[config.mk]
export PLATFORM = sky130hd
export DESIGN_NAME = hazard_scoreboard
export DESIGN_NICKNAME = d
export VERILOG_FILES = /design/src/rtl/hazard_scoreboard.sv
export SDC_FILE = /design/constraint.sdc
export NUM_CORES = 1
export LEC_CHECK = 0
export CORE_MARGIN = 2
export CORE_UTILIZATION = 52
export CTS_BUF_LIST = sky130_fd_sc_hd__clkbuf_2
export DETAILED_ROUTE_END_ITERATION = 7
export HOLD_SLACK_MARGIN = 0.05
export PLACE_DENSITY_LB_ADDON = 0.3
export SLEW_MARGIN = 20
export SYNTH_ARGS = -nofsm -noshare
export SYNTH_HDL_FRONTEND = slang
export SYNTH_SLANG_ARGS = --single-unit
export TNS_END_PERCENT = 100
[constraint.sdc]
create_clock -name clk -period 2.6 [get_ports clk]
set_clock_uncertainty 0.2 [all_clocks]
set_input_delay 0.52 -clock clk [delete_from_list [all_inputs] [get_ports clk]]
set_output_delay 0.52 -clock clk [all_outputs]
set_load 0.005 [all_outputs]
[src/rtl/hazard_scoreboard.sv]
// Hazard detection between IF and ID: a shadow pipeline of in-flight instructions is
// compared against the fetched instruction to produce stall/bubble requests and a stall counter.
module hazard_scoreboard #(
  parameter int REG_AW     = 3,
  parameter int DEPTH      = 4,
  parameter int FWD_EN     = 0,
  parameter int MEM_CHK    = 1,
  parameter int ADDR_W     = 16,
  parameter int BR_BUBBLES = 2
) (
  input  logic              clk,
  input  logic              rst_n,
  input  logic              if_valid,
  input  logic [REG_AW-1:0] if_rs,
  input  logic              if_rs_used,
  input  logic [REG_AW-1:0] if_rt,
  input  logic              if_rt_used,
  input  logic [REG_AW-1:0] if_rd,
  input  logic              if_rd_wr,
  input  logic              if_is_load,
  input  logic              if_mem_wr,
  input  logic [ADDR_W-1:0] if_mem_addr,
  input  logic              if_ctrl_xfer,
  input  logic              flush,
  output logic              stall,
  output logic              nop,
  output logic [1:0]        haz_cause,
  output logic [15:0]       stall_cnt
);

  logic [DEPTH-1:0]  v_q;
  logic [DEPTH-1:0]  wr_q;
  logic [DEPTH-1:0]  ld_q;
  logic [DEPTH-1:0]  st_q;
  logic [REG_AW-1:0] rd_q   [DEPTH];
  logic [ADDR_W-1:0] addr_q [DEPTH];
  logic [3:0]        bub_q, bub_d;
  logic [15:0]       cnt_q, cnt_d;

  logic [DEPTH-1:0]  reg_hit;
  logic [DEPTH-1:0]  mem_hit;
  logic              reg_haz, mem_haz, ctrl_haz;
  logic              stall_int, accept;

  genvar gi;
  generate
    for (gi = 0; gi < DEPTH; gi++) begin : g_cmp
      logic src_match;
      assign src_match = (if_rs_used & (rd_q[gi] == if_rs)) |
                         (if_rt_used & (rd_q[gi] == if_rt));
      // With forwarding only a load still sitting in ID cannot supply its result in time.
      if (FWD_EN == 0) begin : g_nofwd
        assign reg_hit[gi] = v_q[gi] & wr_q[gi] & src_match;
      end else if (gi == 0) begin : g_fwd_id
        assign reg_hit[gi] = v_q[gi] & wr_q[gi] & ld_q[gi] & src_match;
      end else begin : g_fwd_late
        assign reg_hit[gi] = 1'b0;
      end
      assign mem_hit[gi] = v_q[gi] & st_q[gi] & (addr_q[gi] == if_mem_addr);
    end
  endgenerate

  assign reg_haz  = if_valid & (|reg_hit);
  assign mem_haz  = (MEM_CHK != 0) & if_valid & if_is_load & (|mem_hit);
  assign ctrl_haz = (bub_q != 4'd0);

  always_comb begin
    stall_int = 1'b0;
    nop       = 1'b0;
    haz_cause = 2'd0;
    if (rst_n) begin
      if (flush) begin
        nop       = 1'b1;
        haz_cause = 2'd3;
      end else begin
        stall_int = reg_haz | mem_haz | ctrl_haz;
        nop       = stall_int;
        if (ctrl_haz)     haz_cause = 2'd3;
        else if (reg_haz) haz_cause = 2'd1;
        else if (mem_haz) haz_cause = 2'd2;
      end
    end
  end

  assign stall     = stall_int;
  assign accept    = if_valid & ~stall_int & ~flush;
  assign stall_cnt = cnt_q;

  always_comb begin
    bub_d = bub_q;
    if (flush)                        bub_d = 4'd0;
    else if (accept & if_ctrl_xfer)   bub_d = 4'(BR_BUBBLES);
    else if (bub_q != 4'd0)           bub_d = bub_q - 4'd1;
  end

  always_comb begin
    cnt_d = cnt_q;
    if (stall_int && (cnt_q != 16'hFFFF)) cnt_d = cnt_q + 16'd1;
  end

  always_ff @(posedge clk or negedge rst_n) begin
    if (!rst_n) begin
      v_q   <= '0;
      wr_q  <= '0;
      ld_q  <= '0;
      st_q  <= '0;
      bub_q <= 4'd0;
      cnt_q <= 16'd0;
      for (int k = 0; k < DEPTH; k++) begin
        rd_q[k]   <= '0;
        addr_q[k] <= '0;
      end
    end else begin
      v_q   <= flush ? '0 : {v_q[DEPTH-2:0], accept};
      wr_q  <= {wr_q[DEPTH-2:0], if_rd_wr};
      ld_q  <= {ld_q[DEPTH-2:0], if_is_load};
      st_q  <= {st_q[DEPTH-2:0], if_mem_wr};
      bub_q <= bub_d;
      cnt_q <= cnt_d;
      rd_q[0]   <= if_rd;
      addr_q[0] <= if_mem_addr;
      for (int k = 1; k < DEPTH; k++) begin
        rd_q[k]   <= rd_q[k-1];
        addr_q[k] <= addr_q[k-1];
      end
    end
  end

endmodule

==> results.md <==
- Number of DRC markers in iteration 0: ~130
- Leading area contributor after synthesis: dfrtp_1
- RR Startpoint: addr_q[60]$_DFF_PN0_
- First-pass GRT wire length: around 15 mm
- Number of flops mapped to enable cells by yosys: 0
- Clock transition at path regs: 0.26 ns
- Netlist cell types: 31
- Post-Route Setup TNS: -2.98 ns
- Reg2reg path depth: 12
- CTS Buf Count: 9
- Final setup viols: 18
- Unrepaired setup endpoints after global routing: true
- Ranking of synthesized cells by area: dfrtp_1 (62%), xor2_1 (11%), xnor2_1 (10%), nand4_1 (2.6%), nor4_1 (2.2%)
- CP arrival: between 2 and 2.5 ns
- CP Launch Type: input pin
- PD cells: between 600 and 700 mW/mm2
- Worst Hold Class: in2reg
- Crit path time final: between 3 and 4 ns
- Failing checks: negative setup slack
- Avg Cell Area, Syn: 13.0 um2
- Ys flop type: dfrtp_1
- Dominant cell by count in the synthesized netlist: dfrtp_1
- Slew headroom: 0.549
- Routed len/inst: around 16 um
- Die X: 95.5 um
- Slew Limit Fails: 0
- Worst path depth: 10
- Die height: 95.5 um
- Leak Pwr: roughly 2.5 nW
- CP Launch Point: if_mem_addr[1]
- Core ar.: slightly above 0.008 mm2
- Pre-CTS setup slack: -1.06 ns
- # DRC: 0
- Syn Std Cell Area: between 0.004 and 0.005 mm2
- Buf/Inv on CP: 5
- Layout cell share with drive strength beyond 1: 0.226
- Final period util: 1.23
- Crit path max-delay family: buffers and inverters
- Routed wire length: about 8.9 mm
- Worst IR Drop VDD: around 400 uV
- Vias in the first global route: 2,997
- Die area: 0.00913 mm2
- Via count: between 2,000 and 3,000
- Max-cap violations: 0
- Synthesized flop and latch total: between 100 and 150
- R2R setup slack: -0.13 ns
- Crit. End Element: output port
- Crit path cell chain: clkdlybuf4s50_1 -> buf_4 -> xnor2_1 -> nand4_1 -> o22ai_2 -> o311a_4 -> buf_6 -> o311ai_4 -> inv_2 -> buf_6
- GR Util All Layers: 0.217
- Post-layout nets: between 400 and 500
- Util after Layout: 0.703
- Starting density of the core: 0.533
- FP Rows: 33
- Top cell by count, worst path: buf_6
- Final worst slack: -0.608 ns
- Setup Crit Path Kind: in2out
- Top cells by count, synth: dfrtp_1 (108), xor2_1 (55), xnor2_1 (51)
- CTS tree: built
- Async SR Flop Fraction: 1.00
- Antenna-violating nets left: 0
- FMAX: approximately 310 MHz
- Seq/Total Area, Yosys: 0.620
- Root buf cell: clkbuf_2
- Final Wtd Congestion: around 0.84
- Top Ports: 55
- Endpoints failing hold: 0
- Clock Tree Buf Depth: 2
- Synth-to-layout area growth: 32.0%
- Worst-skew pair later-pin latency: between 0.5 and 0.6 ns
- H-tree depth: 3
- Synthesized instance count: ~330
- Port Buffer Count: 54
- Hold path depth: 1
- Critical Path Fanout Max: 3
- Clock Sinks: ~110
- CP endpoint: stall
- Pin count of the biggest net entering global routing: between 50 and 60
- DP Wirelength: 6.09 mm
- Worst Tran Pin Value: between 0.6 and 0.7 ns
- Total gr overflow: 0
- Critical Path RT: ~1.9 ns
- Yosys Warn Count: 0
- End of the worst register-to-register path: stall_cnt[3]$_DFFE_PN0P_
- Initial antenna violation count: 0
- Outcome: complete, but fails checks
- # diodes: 0
- Largest stage delay, worst path: 0.48 ns
- Vias per cell: 5.16
- Post-synth top area share: 0.620
- Cell with the largest stage delay on the worst path: clkdlybuf4s50_1
- Drt first pass iters: 4
- Synth Net Count: about 370
==> kinds of logic (layout without fill, tap and decap cells) <==
| kind of cell | count (synthesis) | after routing | synth area share |
|---|---|---|---|
| compound gates | 11 | 11 | 0.0207 |
| xor+xnor | 106 | 106 | 0.213 |
| fa+ha+maj | 2 | 2 | 0.00574 |
| buf+inv | 14 | 119 | 0.0155 |
| flops | 108 | 108 | 0.620 |
| mux | 1 | 1 | 0.00258 |
| simple gates | 92 | 92 | 0.122 |
==> flip-flops by register name, summed over array words and instances, names as in the netlist <==
register,flops
bub_q,4
st_q,4
v_q,4
stall_cnt,16
wr_q,4
rd_q,12
addr_q,64
==> power by group <==
group | internal [W] | leakage [nW] | switching (W)
logic | 0.000498 | 1.11 | 0.000445
clock network | 0.000122 | 0.0605 | 0.000505
registers | 0.00182 | 1.30 | 0.000119
total | 0.00244 | 2.47 | 0.00107
==> cell type report <==
class                   count  area, um2
inverters                   5       18.8
well taps                 105        131
flip-flops and latches    108       2700
multi-input cells         212       1890
clock inverters             6       31.3
fillers                   576       2430
repair buffers             98        930
clock buffers              10       50.0
==> what timing repair did <==
action                     4_1_cts  5_1_grt
hold buffers                     2        2
pin swaps                       42       11
setup endpoints to repair       24       24
hold endpoints to repair        57        2
resized for setup               88       15
setup buffers                   14        2
cloned                           0        0
==> routing by layer <==
layer  global-route usage  share of wire  wire (um)  up-vias
li1                     -              -          -     1325
met1                0.307           0.46       4120     1395
met2                0.333           0.48       4280       69
met3               0.0364          0.035        311       20
met4               0.0964          0.025        225        0
met5                    0              0          0        -
==> through the flow <==
step	instances	cell area [um2]	total power [W]	hold WS [ns]
finish	544	5750	0.00351	0.105
global route	544	5750	0.00370	0.0529
CTS	541	5650	0.00347	0.0692
detailed placement	510	5170	0.00269	0.162
global placement	510	5170	0.00266	0.159
floorplan	334	4400	0.00233	0.0244
==> cells in the final DEF, fill, tap and decap left out, types with 2 or more instances in the layout <==
master / n
clkinv_1: 2
xor2_2: 8
nor2_4: 4
buf_2: 3
nor3_4: 7
a21oi_1: 4
nor2_1: 3
nand4_1: 18
dfrtp_1: 108
xor2_1: 47
xnor2_1: 51
dlymetal6s2s_1: 4
dlygate4sd2_1: 16
nand3_1: 11
ha_1: 2
inv_1: 4
nor2b_1: 3
nor4_2: 6
nand2_1: 14
nor4_4: 4
and3_1: 6
nor4_1: 5
nor3b_4: 3
buf_4: 29
nor3_1: 5
clkbuf_2: 10
clkdlybuf4s50_1: 29
clkinv_2: 3
dlygate4sd3_1: 4
buf_12: 3
buf_6: 9
==> worst min-delay path by stage <==
stage	start	end
2_1_floorplan	rst_n	addr_q[0]$_DFF_PN0_
3_3_place_gp	wr_q[2]$_DFF_PN0_	wr_q[3]$_DFF_PN0_
3_5_place_dp	wr_q[0]$_DFF_PN0_	wr_q[1]$_DFF_PN0_
4_1_cts	if_mem_addr[10]	addr_q[58]$_DFF_PN0_
5_1_grt	if_mem_addr[10]	addr_q[58]$_DFF_PN0_
6_report	if_mem_addr[10]	addr_q[58]$_DFF_PN0_
No activity file was read; power rests on OpenSTA's default activity.
